--- src/rtl/key_device.sv ---
// key_device: memory-mapped pushbutton input peripheral.
//
// Synchronises and (optionally) debounces the raw active-low KEY pins,
// presents the accepted key state as KDATA and flags every change in a
// sticky KCTRL.ready bit that can raise an interrupt.
//
// Register map (full address decode):
//   BASE              KDATA  read {0.., kdata}; writes ignored
//   BASE+CTRL_OFFSET  KCTRL  bit0 ready (RO), bit2 overrun (W0C), bit8 ie (RW)
//
// Ports:
//   clk         system clock, all state on rising edge
//   reset       asynchronous active-low reset
//   we          1 = bus write, 0 = bus read
//   memAddr     bus address
//   dataBusIn   write data
//   dataBusOut  read data, zero when writing or not selected
//   KEY         raw board keys, active-low (0 = pressed)
//   irq         interrupt request = ready & ie
//
// Build option: define KEY_DEBOUNCE_EN to include the per-key debounce
// counters; otherwise the synchronised keys are accepted directly.
module key_device #(
    parameter int              BITS            = 32,
    parameter int              KEY_WIDTH       = 4,
    parameter logic [BITS-1:0] BASE            = 32'hF0000010,
    parameter int              CTRL_OFFSET     = 4,
    parameter int              DEBOUNCE_CYCLES = 500000
) (
    input  logic                 clk,
    input  logic                 reset,
    input  logic                 we,
    input  logic [BITS-1:0]      memAddr,
    input  logic [BITS-1:0]      dataBusIn,
    output logic [BITS-1:0]      dataBusOut,
    input  logic [KEY_WIDTH-1:0] KEY,
    output logic                 irq
);
    localparam logic [BITS-1:0] CTRL_ADDR = BASE + BITS'(CTRL_OFFSET);

    logic [KEY_WIDTH-1:0] syncA, syncB, synced, accepted, kdataPrev;
    logic                 ready, overrun, ie;
    logic                 kdataRead, ctrlWrite, change;
    logic                 unusedBits;

    assign unusedBits = ^{dataBusIn[BITS-1:9], dataBusIn[7:3], dataBusIn[1:0]};

    // Two-flop synchroniser; resets to "released" so nothing looks pressed.
    always_ff @(posedge clk or negedge reset) begin
        if (!reset) begin
            syncA <= '1;
            syncB <= '1;
        end else begin
            syncA <= KEY;
            syncB <= syncA;
        end
    end

    assign synced = ~syncB;

`ifdef KEY_DEBOUNCE_EN
    localparam int CW = (DEBOUNCE_CYCLES > 1) ? $clog2(DEBOUNCE_CYCLES) : 1;

    logic [CW-1:0] cnt [KEY_WIDTH];

    // A key flips only after it has differed from the accepted value for
    // DEBOUNCE_CYCLES consecutive clocks; any return to agreement restarts.
    always_ff @(posedge clk or negedge reset) begin
        if (!reset) begin
            accepted <= '0;
            for (int i = 0; i < KEY_WIDTH; i++) cnt[i] <= '0;
        end else begin
            for (int i = 0; i < KEY_WIDTH; i++) begin
                if (synced[i] == accepted[i]) begin
                    cnt[i] <= '0;
                end else if (cnt[i] == CW'(DEBOUNCE_CYCLES - 1)) begin
                    accepted[i] <= synced[i];
                    cnt[i]      <= '0;
                end else begin
                    cnt[i] <= cnt[i] + CW'(1);
                end
            end
        end
    end
`else
    assign accepted = synced;
`endif

    assign kdataRead = !we && (memAddr == BASE);
    assign ctrlWrite = we && (memAddr == CTRL_ADDR);
    assign change    = accepted != kdataPrev;

    // A change event always wins over a same-cycle KDATA read, and an
    // overrun being raised wins over a same-cycle KCTRL clear.
    always_ff @(posedge clk or negedge reset) begin
        if (!reset) begin
            kdataPrev <= '0;
            ready     <= 1'b0;
            overrun   <= 1'b0;
            ie        <= 1'b0;
        end else begin
            kdataPrev <= accepted;
            ready     <= change | (ready & ~kdataRead);
            overrun   <= (change & ready & ~kdataRead) |
                         (overrun & ~(ctrlWrite & ~dataBusIn[2]));
            ie        <= ctrlWrite ? dataBusIn[8] : ie;
        end
    end

    always_comb begin
        dataBusOut = '0;
        if (kdataRead) begin
            dataBusOut[KEY_WIDTH-1:0] = accepted;
        end else if (!we && memAddr == CTRL_ADDR) begin
            dataBusOut[0] = ready;
            dataBusOut[2] = overrun;
            dataBusOut[8] = ie;
        end
    end

    assign irq = ready & ie;

endmodule

--- config.mk ---
export PLATFORM = sky130hd
export DESIGN_NAME = key_device
export DESIGN_NICKNAME = d
export VERILOG_FILES = /design/src/rtl/key_device.sv
export SDC_FILE = /design/constraint.sdc
export NUM_CORES = 1
export LEC_CHECK = 0
export ABC_AREA = 1
export BUFFER_PORTS_ARGS = -buffer_cell sky130_fd_sc_hd__buf_2
export CAP_MARGIN = 10
export CELL_PAD_IN_SITES_DETAIL_PLACEMENT = 1
export CELL_PAD_IN_SITES_GLOBAL_PLACEMENT = 1
export CORE_MARGIN = 4
export CORE_UTILIZATION = 21
export DETAILED_ROUTE_END_ITERATION = 7
export HOLD_SLACK_MARGIN = 0.15
export PLACE_DENSITY = 0.9
export SLEW_MARGIN = 10
export SYNTH_ARGS = -nofsm -noshare
export SYNTH_HDL_FRONTEND = slang
export SYNTH_SLANG_ARGS = --single-unit
--- constraint.sdc ---
create_clock -name clk -period 1.34 [get_ports clk]
set_clock_uncertainty 0.1 [all_clocks]
set_input_delay 0 -clock clk [delete_from_list [all_inputs] [get_ports clk]]
set_output_delay 0 -clock clk [all_outputs]
set_load 0.05 [all_outputs]
=== Word level (Yosys, flattened, before mapping) ===
Index checks and enable logic that the tools add are counted.

* Bits in registers: 15
* Input bits: 71

* Equality and inequality tests: 3
* Multiplexer cells: 8
* Bitwise operators: 12
* Reductions and logical operators: 4

{| class="wikitable"
|+ Operators by type and width
! kind !! count
|-
| 32-bit equality test, second input constant || 2
|-
| 1-bit two-way mux || 8
|-
| 1-bit bitwise AND || 6
|-
| 4-bit != test || 1
|-
| 4-bit inverter || 1
|-
| 1-bit logical AND || 3
|-
| 1-bit inverter || 3
|-
| 1-bit OR || 2
|-
| 1-bit zero test || 1
|}

=== Depth between registers and ports, before layout ===
Gate-level depths: netlist (run 1).

* Depth after elaboration: 6
* Mapped depth: 9
* Mapped depth without buffers: 9

=== Worst setup path after synthesis (run 1) ===
Ideal clock, no wire load.

* Path type: input port to output port
* Start: input port memAddr[1]
* End: output port dataBusOut[8]
* Data arrival time: 1203 ps
* Data required time: 1240 ps
* Path slack: 37 ps
* Stages: 7
* Cells stage by stage: nor2_1 -> nand2_1 -> nor2_1 -> nand2_1 -> nor2_4 -> nand2_1 -> nor2_1

* Cells in the longest elaborated chain, start to end: 4
* Elaborated cells between the ends (all ways): 6
* Those cells by class: 2 x eq/ne; 2 x mux; 2 x reduce/logical

{| class="wikitable"
|+ Ends and longest elaborated chain
! item !! RTL line !! text
|-
| start, declared || 33 || <nowiki>input logic [BITS-1:0] memAddr,</nowiki>
|-
| 32-bit equality test || 114 || <nowiki>end else if (!we && memAddr == CTRL_ADDR) begin</nowiki>
|-
| 1-bit logical AND || 114 ||
|-
| 1-bit two-way mux || 114 ||
|-
| 1-bit two-way mux * || 112 || <nowiki>if (kdataRead) begin</nowiki>
|-
| end, declared || 35 || <nowiki>output logic [BITS-1:0] dataBusOut,</nowiki>
|}

Every way passes the cells marked *; elsewhere a longest branch is shown, timed or not.

=== Worst setup path in the final report (run 1) ===
* Start: register syncB[3]
* End: register overrun

* Cells in the longest elaborated chain, start to end: 5

{| class="wikitable"
|+ Ends and longest elaborated chain
! item !! RTL line !! text
|-
| start, declared || 41 || <nowiki>logic [KEY_WIDTH-1:0] syncA, syncB, synced, accepted, kdataPrev;</nowiki>
|-
| start signal, assigned || 55 || <nowiki>syncB <= syncA;</nowiki>
|-
| 4-bit inverter || 59 || <nowiki>assign synced = ~syncB;</nowiki>
|-
| 4-bit != test || 91 || <nowiki>assign change = accepted != kdataPrev;</nowiki>
|-
| 1-bit bitwise AND (2 in a row) || 104 || <nowiki>overrun <= (change & ready & ~kdataRead) |</nowiki>
|-
| 1-bit OR || 104 ||
|-
| end signal, assigned || 104 ||
|-
| end, declared || 42 || <nowiki>logic ready, overrun, ie;</nowiki>
|}

No other way between the ends.
A chain may end at the register's enable or synchronous reset.

==> results.py, run 1 <==
metrics = {
    "status": {
        "status": "complete, no violations",
    },
    "grt": {
        "grt_usage": 0.0779,
        "grt_first_pass_wirelength_mm": 3.47,
        "first_global_vias": 860,
        "grt_max_degree": 10,
        "antenna_found_initial": 0,
        "overflow": 0,
    },
    "die": {
        "fp-row-count": 24,
        "ios": 104,
        "initial_core_util": 0.218,
        "die_w_um": 75.3,
        "core_mm2": 0.00435,
        "die_height_um": 75.3,
        "dieArea_mm2": 0.00567,
    },
    "synth": {
        "async_flop_share": 1.00,
        "synth_top_flop_cell": "dfstp_2",
        "ys_warn_count": 0,
        "synth_xor_area_frac": 0.0368,
        "synth_seq_cells": 15,
        "synth_area_leaders": "dfstp_2 (22%), buf_4 (21%), dfrtp_1 (18%)",
        "netlist_instances": 124,
        "synth_most_common_cell": "buf_4",
        "synth_top_family_by_area": "simple AND/OR/NAND/NOR gates",
        "synth_top_area_cell": "dfstp_2",
        "synth_cell_types": 15,
        "synth_top_area_frac": 0.221,
        "synthMuxAreaShare": 0,
        "syn_area_um2": 951,
        "synth_common_cells": "buf_4 (27), nand2_1 (26), nor2_1 (24)",
        "syn_area_per_cell_um2": 7.67,
        "synth_compound_gate_area_share": 0.00921,
        "synthSimpleGateAreaFrac": 0.276,
        "yosysSeqAreaShare": 0.405,
        "yosys.area_share.adder": 0,
        "synth_edf_count": 0,
    },
    "setup_path": {
        "critPathMaxFanout": 3,
        "cp-end-kind": "flop",
        "critPathMaxStageDelay_ns": 0.54,
        "path_buf_inv": 0,
        "cpLargestDelayFamily": "flip-flops",
        "cp_common_cell": "nand2_1",
        "worstSetupPathType": "reg2reg",
        "cp-start-kind": "flop",
        "crit_path_cell_trace": "xor2_1, nand2_1, nor2_2, nor2_1, nand2_1, nand2_1",
        "crit_slowest_cell": "dfstp_2",
        "timing.critical_path.required_ns": 1.38,
        "cp.arrival_ns": 1.32,
    },
    "power": {
        "peakVddDrop_mv": 0.593,
        "power_leakage_nw": 0.746,
        "power_mw": 1.16,
        "p_per_area_mw_per_mm2": 848,
    },
    "layout": {
        "fin_nets": 259,
        "drive_gt1_frac": 0.406,
        "utilization": 0.315,
        "n_antenna_cell": 0,
        "layout.cells.non_filler": 239,
        "final.fill_count": 559,
        "areaGrowthSynthToFinish_pct": 44.3,
    },
    "clock_network": {
        "htree_levels": 1,
        "cts_made_buffers": 3,
        "clk_pin_slew_ns": 0.06,
        "clock_tree.root_cell": "clkbuf_8",
        "clock_sinks": 15,
        "cts.path.max_buffers": 2,
        "cts_tree": "built",
        "clk_latency_ns": 0.24,
    },
    "sta": {
        "fin_crit_ns": 1.29,
        "fmax_ghz": 0.778,
        "setup_violations": 0,
        "fin_crit_sh": 0.959,
        "timing.final.hold_violations": 0,
        "setup_slack_ns": 0.0543,
        "finalSetupTns_ns": 0,
        "maxSlewViolCount": 0,
        "rsz0062_at_grt": "yes",
    },
    "detailed_routing": {
        "remaining_drc_errors": 0,
        "ant_nets": 0,
        "drt-total-wl_mm": 2.40,
        "vias_per_cell": 3.71,
        "routed-via-count": 887,
        "initialDrtViolationCount": 5,
        "drtPass1Iterations": 2,
        "wl_per_cell_um": 10.0,
    },
    "placed_design": {
        "dp_slack_ns": 0.0281,
        "routabilityCongestion": 0.698,
        "portBuffers": 46,
        "placed_cells": 223,
        "hpwl_mm": 2.00,
    },
    "worst_hold_path": {
        "min-delay-path-class": "in2reg",
    },
    "job": {
        "maxCapViolCount": 0,
    },
}
[registers in the layout (all words and copies together), names as in the netlist]
signal     cells
kdataPrev      4
syncA          4
syncB          4
ie             1
ready          1
overrun        1
[layer usage]
metal | wire length, um | vias up | global-route usage
li1 | - | 445 | -
met1 | 909 | 404 | 0.0923
met2 | 1220 | 36 | 0.140
met3 | 255 | 2 | 0.0172
met4 | 11 | 0 | 0.0233
met5 | 0 | - | 0
[per-stage QoR]
stage | hold slack, ns | area, um^2
floorplan | -0.396 | 1050
global placement | -0.193 | 1160
detailed placement | -0.187 | 1160
CTS | 0.184 | 1300
global route | 0.195 | 1370
finish | 0.123 | 1370
[worst register-to-register path, delay by kind of cell (launching register included)]
| kind | cells | cell delay, ns |
|---|---|---|
| XOR/XNOR | 1 | 0.15 |
| flip-flops | 1 | 0.54 |
| AND/OR/NAND/NOR | 5 | 0.38 |
[final timing paths]
check / cells after the start / endpoint / start / slack [ns]
max in group asynchronous: 3 / overrun / reset / 0.46
setup / recovery: 6 / overrun / syncB[3] / 0.05
min in group asynchronous: 2 / syncB[1] / reset / 0.25
hold reg to reg: 0 / syncB[3] / syncA[3] / 0.25
hold / removal: 8 / ie / memAddr[24] / 0.12
setup reg to reg: 6 / overrun / syncB[3] / 0.05
[layout by cell type, fill, tap and decap left out]
cell type,count
dlymetal6s4s_1,1
nor2_2,6
nand4_1,2
nor2_1,17
inv_1,14
nand2_2,1
buf_6,2
nand2_1,25
dfstp_2,8
clkbuf_8,3
xor2_1,4
dfrtp_1,7
buf_4,4
nor2_4,3
o21ai_2,1
nand3_1,5
nand3_2,2
conb_1,27
clkinv_2,1
nor3_2,1
dlygate4sd3_1,9
buf_2,44
[cells by family after synthesis]
group	after synthesis
compound gates	1
xor+xnor	4
buf+inv	41
flops	15
other cells	1
simple gates	62
[layout make-up]
cell class	instances	area (um^2)	area share
clock buffers	3	41.3	0.0301
clock inverters	1	5.00	0.00365
inverters	14	52.6	0.0383
multi-input cells	94	448	0.326
flip-flops and latches	15	385	0.281
well taps	52	65.1	0.0474
repair buffers	60	375	0.273
[where the power goes]
group	switching [mW]	internal (mW)
Sequential	0.0101	0.482
Clock	0.150	0.205
Combinational	0.231	0.0862
Total	0.391	0.773
[what timing repair did]
action	in CTS	in global routing
setup endpoints to repair	0	14
endpoints found under the hold margin	21	1
hold buffers	10	1
buffers inserted	0	2
resized for setup	0	19
Power figures use the tool's default switching activity.
==> inputs of run 2 (changes only) <==
REMOVE_ABC_BUFFERS = 1   (was not set)
==> results.py, run 2 (synthesis gave the netlist of run 1 again) <==
metrics = {
    "status": {
        "status": "complete, no violations",
    },
    "clock_network": {
        "clk_pin_slew_ns": 0.06,
        "clk_latency_ns": 0.25,
        "cts_made_buffers": 3,
        "cts_tree": "built",
        "clock_tree.root_cell": "clkbuf_8",
        "cts.path.max_buffers": 2,
        "htree_levels": 1,
        "clock_sinks": 15,
    },
    "layout": {
        "final_cell_area_mm2": 0.00132,
        "final.fill_count": 560,
        "layout_commonest_cell": "buf_2",
        "reg_top3": "kdataPrev (4), syncA (4), syncB (4)",
        "fin_nets": 257,
        "final_cell_mix": "buf_2 (43), conb_1 (27), nand2_1 (26)",
        "areaGrowthSynthToFinish_pct": 38.9,
        "n_antenna_cell": 0,
        "drive_gt1_frac": 0.362,
    },
    "setup_path": {
        "critPathMaxFanout": 3,
        "crit_slowest_cell": "dfstp_2",
        "cp-start-kind": "flop",
        "timing.critical_path.required_ns": 1.38,
        "critPathMaxStageDelay_ns": 0.55,
        "worstSetupPathType": "reg2reg",
        "crit_path_cell_trace": "xor2_1, nand2_1, nor2_2, nor2_1, nand2_1, nand2_1",
        "cp-end-kind": "flop",
        "cp.arrival_ns": 1.31,
        "cp_common_cell": "nand2_1",
    },
    "sta": {
        "fmax_ghz": 0.789,
        "timing.final.hold_violations": 0,
        "finalSetupTns_ns": 0,
        "maxSlewViolCount": 0,
        "fin_crit_ns": 1.27,
        "rsz0062_at_grt": "yes",
        "setup_violations": 0,
        "fin_crit_sh": 0.945,
    },
    "placed_design": {
        "hpwl_mm": 1.97,
        "portBuffers": 46,
        "routabilityCongestion": 0.748,
        "postPlaceCellArea_mm2": 0.00115,
    },
    "die": {
        "fp-row-count": 24,
        "die_height_um": 75.3,
        "ios": 104,
        "core_mm2": 0.00435,
        "initial_core_util": 0.218,
        "dieArea_mm2": 0.00567,
        "die_w_um": 75.3,
    },
    "power": {
        "clock_power_share": 0.315,
        "pwr-share-seq": 0.424,
        "peakVddDrop_mv": 0.420,
        "combPwrFrac": 0.261,
        "switching_share": 0.338,
        "internal-power_mw": 0.768,
        "p_per_area_mw_per_mm2": 879,
        "p_switching_mw": 0.393,
        "power_leakage_nw": 0.733,
    },
    "grt": {
        "grt_first_pass_wirelength_mm": 3.49,
        "antenna_found_initial": 0,
        "grt_usage": 0.0821,
        "met1_usage": 0.0877,
        "first_global_vias": 845,
        "overflow": 0,
        "grt_busiest_layer": "met2",
        "grt_max_degree": 10,
        "met3_usage": 0.0172,
        "grt_use_met2": 0.149,
    },
    "detailed_routing": {
        "vias_per_cell": 3.59,
        "wl_per_cell_um": 9.98,
        "remaining_drc_errors": 0,
        "drt-total-wl_mm": 2.37,
        "initialDrtViolationCount": 7,
        "ant_nets": 0,
        "routed-via-count": 851,
        "drtPass1Iterations": 3,
    },
    "worst_hold_path": {
        "min-delay-path-class": "in2reg",
    },
    "job": {
        "maxCapViolCount": 0,
    },
}
run 2: worst max-delay path, delay by kind of cell (launching register included):
kind | cells | cell delay, ns
flops | 1 | 0.55
simple gates | 5 | 0.37
xor+xnor | 1 | 0.14
run 2: area by class of cell:
cell class	count	area, um^2	area share
Inverter	14	52.6	0.0398
Sequential cell	15	385	0.292
Multi-Input combinational cell	94	415	0.314
Clock buffer	3	41.3	0.0312
Tap cell	52	65.1	0.0492
Timing Repair Buffer	58	357	0.270
Clock inverter	1	5.00	0.00379
run 2: repair_timing:
item | in CTS | in global routing
endpoints found under the hold margin | 21 | 0
setup endpoints to repair | 0 | 13
resized for setup | 0 | 9
hold buffers | 9 | 0
setup buffers | 0 | 2
run 2: final timing paths:
kind	slack [ns]	endpoint	startpoint	cells after the start
setup / recovery	0.07	overrun	syncB[1]	6
hold / removal	0.15	ie	memAddr[8]	8
setup reg to reg	0.07	overrun	syncB[1]	6
hold reg to reg	0.26	syncB[1]	syncA[1]	0
max in group asynchronous	0.47	kdataPrev[3]	reset	3
min in group asynchronous	0.26	syncA[2]	reset	2
run 2: through the flow:
stage / total power [mW] / setup slack [ns] / hold WS (ns) / std cells / utilization
floorplan: 0.696 / 0.0368 / -0.396 / 123 / -
global placement: 0.769 / 0.0640 / -0.195 / 222 / 0.264
detailed placement: 0.776 / 0.0410 / -0.173 / 222 / 0.264
CTS: 1.18 / 0.0279 / 0.158 / 235 / 0.295
global route: 1.24 / -0.0114 / 0.204 / 237 / 0.303
finish: 1.16 / 0.0732 / 0.153 / 237 / 0.303
run 2: routing by layer:
| metal | vias to the layer above | wire, um |
|---|---|---|
| li1 | 439 | - |
| met1 | 371 | 843 |
| met2 | 37 | 1240 |
| met3 | 4 | 241 |
| met4 | 0 | 44 |
| met5 | - | 0 |
run 2: power by group through the flow:
stage               combinational, mW  sequential (mW)  clock [mW]
floorplan                       0.200            0.497           0
global placement                0.271            0.498           0
detailed placement              0.275            0.500           0
CTS                             0.297            0.493       0.387
global route                    0.328            0.494       0.417
finish                          0.303            0.492       0.366
==> inputs of run 3 (changes only) <==
CORE_MARGIN = 3   (was 4)
==> results.py, run 3 (synthesis gave the netlist of run 1 again) <==
metrics = {
    "layout": {
        "layout_commonest_cell": "buf_2",
        "drive_gt1_frac": 0.359,
        "final.fill_count": 552,
        "n_antenna_cell": 0,
        "areaGrowthSynthToFinish_pct": 38.3,
        "multiInputGateArea_um2": 415,
        "fin_nets": 256,
        "utilization": 0.315,
        "reg_top3": "kdataPrev (4), syncA (4), syncB (4)",
        "final_cell_mix": "buf_2 (43), conb_1 (27), nand2_1 (26)",
        "seq_area_um2": 385,
    },
    "detailed_routing": {
        "routed-via-count": 868,
        "initialDrtViolationCount": 7,
        "vias_per_cell": 3.71,
        "drt-total-wl_mm": 2.47,
        "drtPass1Iterations": 4,
        "ant_nets": 0,
        "remaining_drc_errors": 0,
        "wl_per_cell_um": 10.6,
    },
    "die": {
        "ios": 104,
        "die_height_um": 73.3,
        "initial_core_util": 0.228,
        "dieArea_mm2": 0.00537,
        "core_mm2": 0.00417,
        "die_w_um": 73.3,
        "fp-row-count": 23,
    },
    "grt": {
        "grt_max_degree": 10,
        "grt_usage": 0.0877,
        "overflow": 0,
        "antenna_found_initial": 0,
        "grt_first_pass_wirelength_mm": 3.62,
        "first_global_vias": 908,
    },
    "clock_network": {
        "cts_tree": "built",
        "clock_tree.root_cell": "clkbuf_8",
        "cts.path.max_buffers": 2,
        "htree_levels": 1,
        "post_cts_buffers": 0,
        "clk_latency_ns": 0.25,
        "cts_made_buffers": 3,
        "clock_sinks": 15,
        "clk_pin_slew_ns": 0.06,
    },
    "power": {
        "power_mw": 1.16,
        "power_leakage_nw": 0.729,
        "p_per_area_mw_per_mm2": 886,
        "peakVddDrop_mv": 0.689,
    },
    "placed_design": {
        "routabilityCongestion": 0.737,
        "portBuffers": 46,
        "hpwl_mm": 1.96,
    },
    "setup_path": {
        "timing.critical_path.required_ns": 1.38,
        "cp-end-kind": "flop",
        "worstSetupPathType": "reg2reg",
        "cp-start-kind": "flop",
        "ff2ff_setup_slack_ns": 0.06,
        "cp.arrival_ns": 1.33,
        "critPathMaxFanout": 3,
    },
    "status": {
        "status": "complete, no violations",
    },
    "sta": {
        "timing.final.hold_violations": 0,
        "setup_violations": 0,
        "maxSlewViolCount": 0,
        "fin_crit_ns": 1.28,
        "fmax_ghz": 0.781,
        "holdWs_ns": 0.145,
        "rsz0062_at_grt": "yes",
        "fin_crit_sh": 0.956,
    },
    "worst_hold_path": {
        "min-delay-path-class": "in2reg",
    },
    "job": {
        "maxCapViolCount": 0,
    },
}
==> run 3: critical path, cell delays in order (launching register included) <==
cell	delay, ns
dfstp_2	0.56
xor2_1	0.14
nand2_1	0.08
nor2_2	0.14
nor2_1	0.05
nand2_1	0.06
nand2_1	0.05
==> run 3: what timing repair did <==
item / 4_1_cts / 5_1_grt
hold buffers: 9 / 0
endpoints found under the setup margin: 0 / 13
hold endpoints to repair: 21 / 0
resized for setup: 0 / 11
==> run 3: worst paths after layout <==
kind	cells after the start	end	start
max	6	overrun	syncB[0]
min	7	ready	memAddr[5]
max reg2reg	6	overrun	syncB[0]
min reg2reg	0	syncB[1]	syncA[1]
max in group asynchronous	3	kdataPrev[1]	reset
min in group asynchronous	2	syncB[1]	reset
==> run 3: power breakdown <==
part	switching (mW)	internal, mW
Clock	0.163	0.206
Combinational	0.224	0.0792
Sequential	0.0103	0.482
==> run 3: area by class of cell <==
class                      count  share of cell area
tap                           50              0.0476
multi-input combinational     94               0.316
sequential                    15               0.293
clock inverter                 1             0.00381
inverter                      14              0.0400
timing repair buffer          57               0.268
clock buffer                   3              0.0314
==> run 3: layer usage <==
metal	wire, um	vias to the layer above	track usage
met3	191	4	0.0137
met5	0	-	0
met2	1350	36	0.167
met1	893	391	0.0925
met4	33	0	0.0423
li1	-	437	-
==> run 3: metrics by stage <==
| step | TNS [ns] | setup WS (ns) | cells | cell area [um^2] |
|---|---|---|---|---|
| after CTS | 0 | 0.00634 | 234 | 1290 |
| after global routing | -0.0663 | -0.0273 | 234 | 1320 |
| after detailed placement | 0 | 0.0151 | 221 | 1150 |
| final | 0 | 0.0591 | 234 | 1320 |
| after floorplan | 0 | 0.0368 | 123 | 846 |
| after global placement | 0 | 0.0503 | 221 | 1150 |
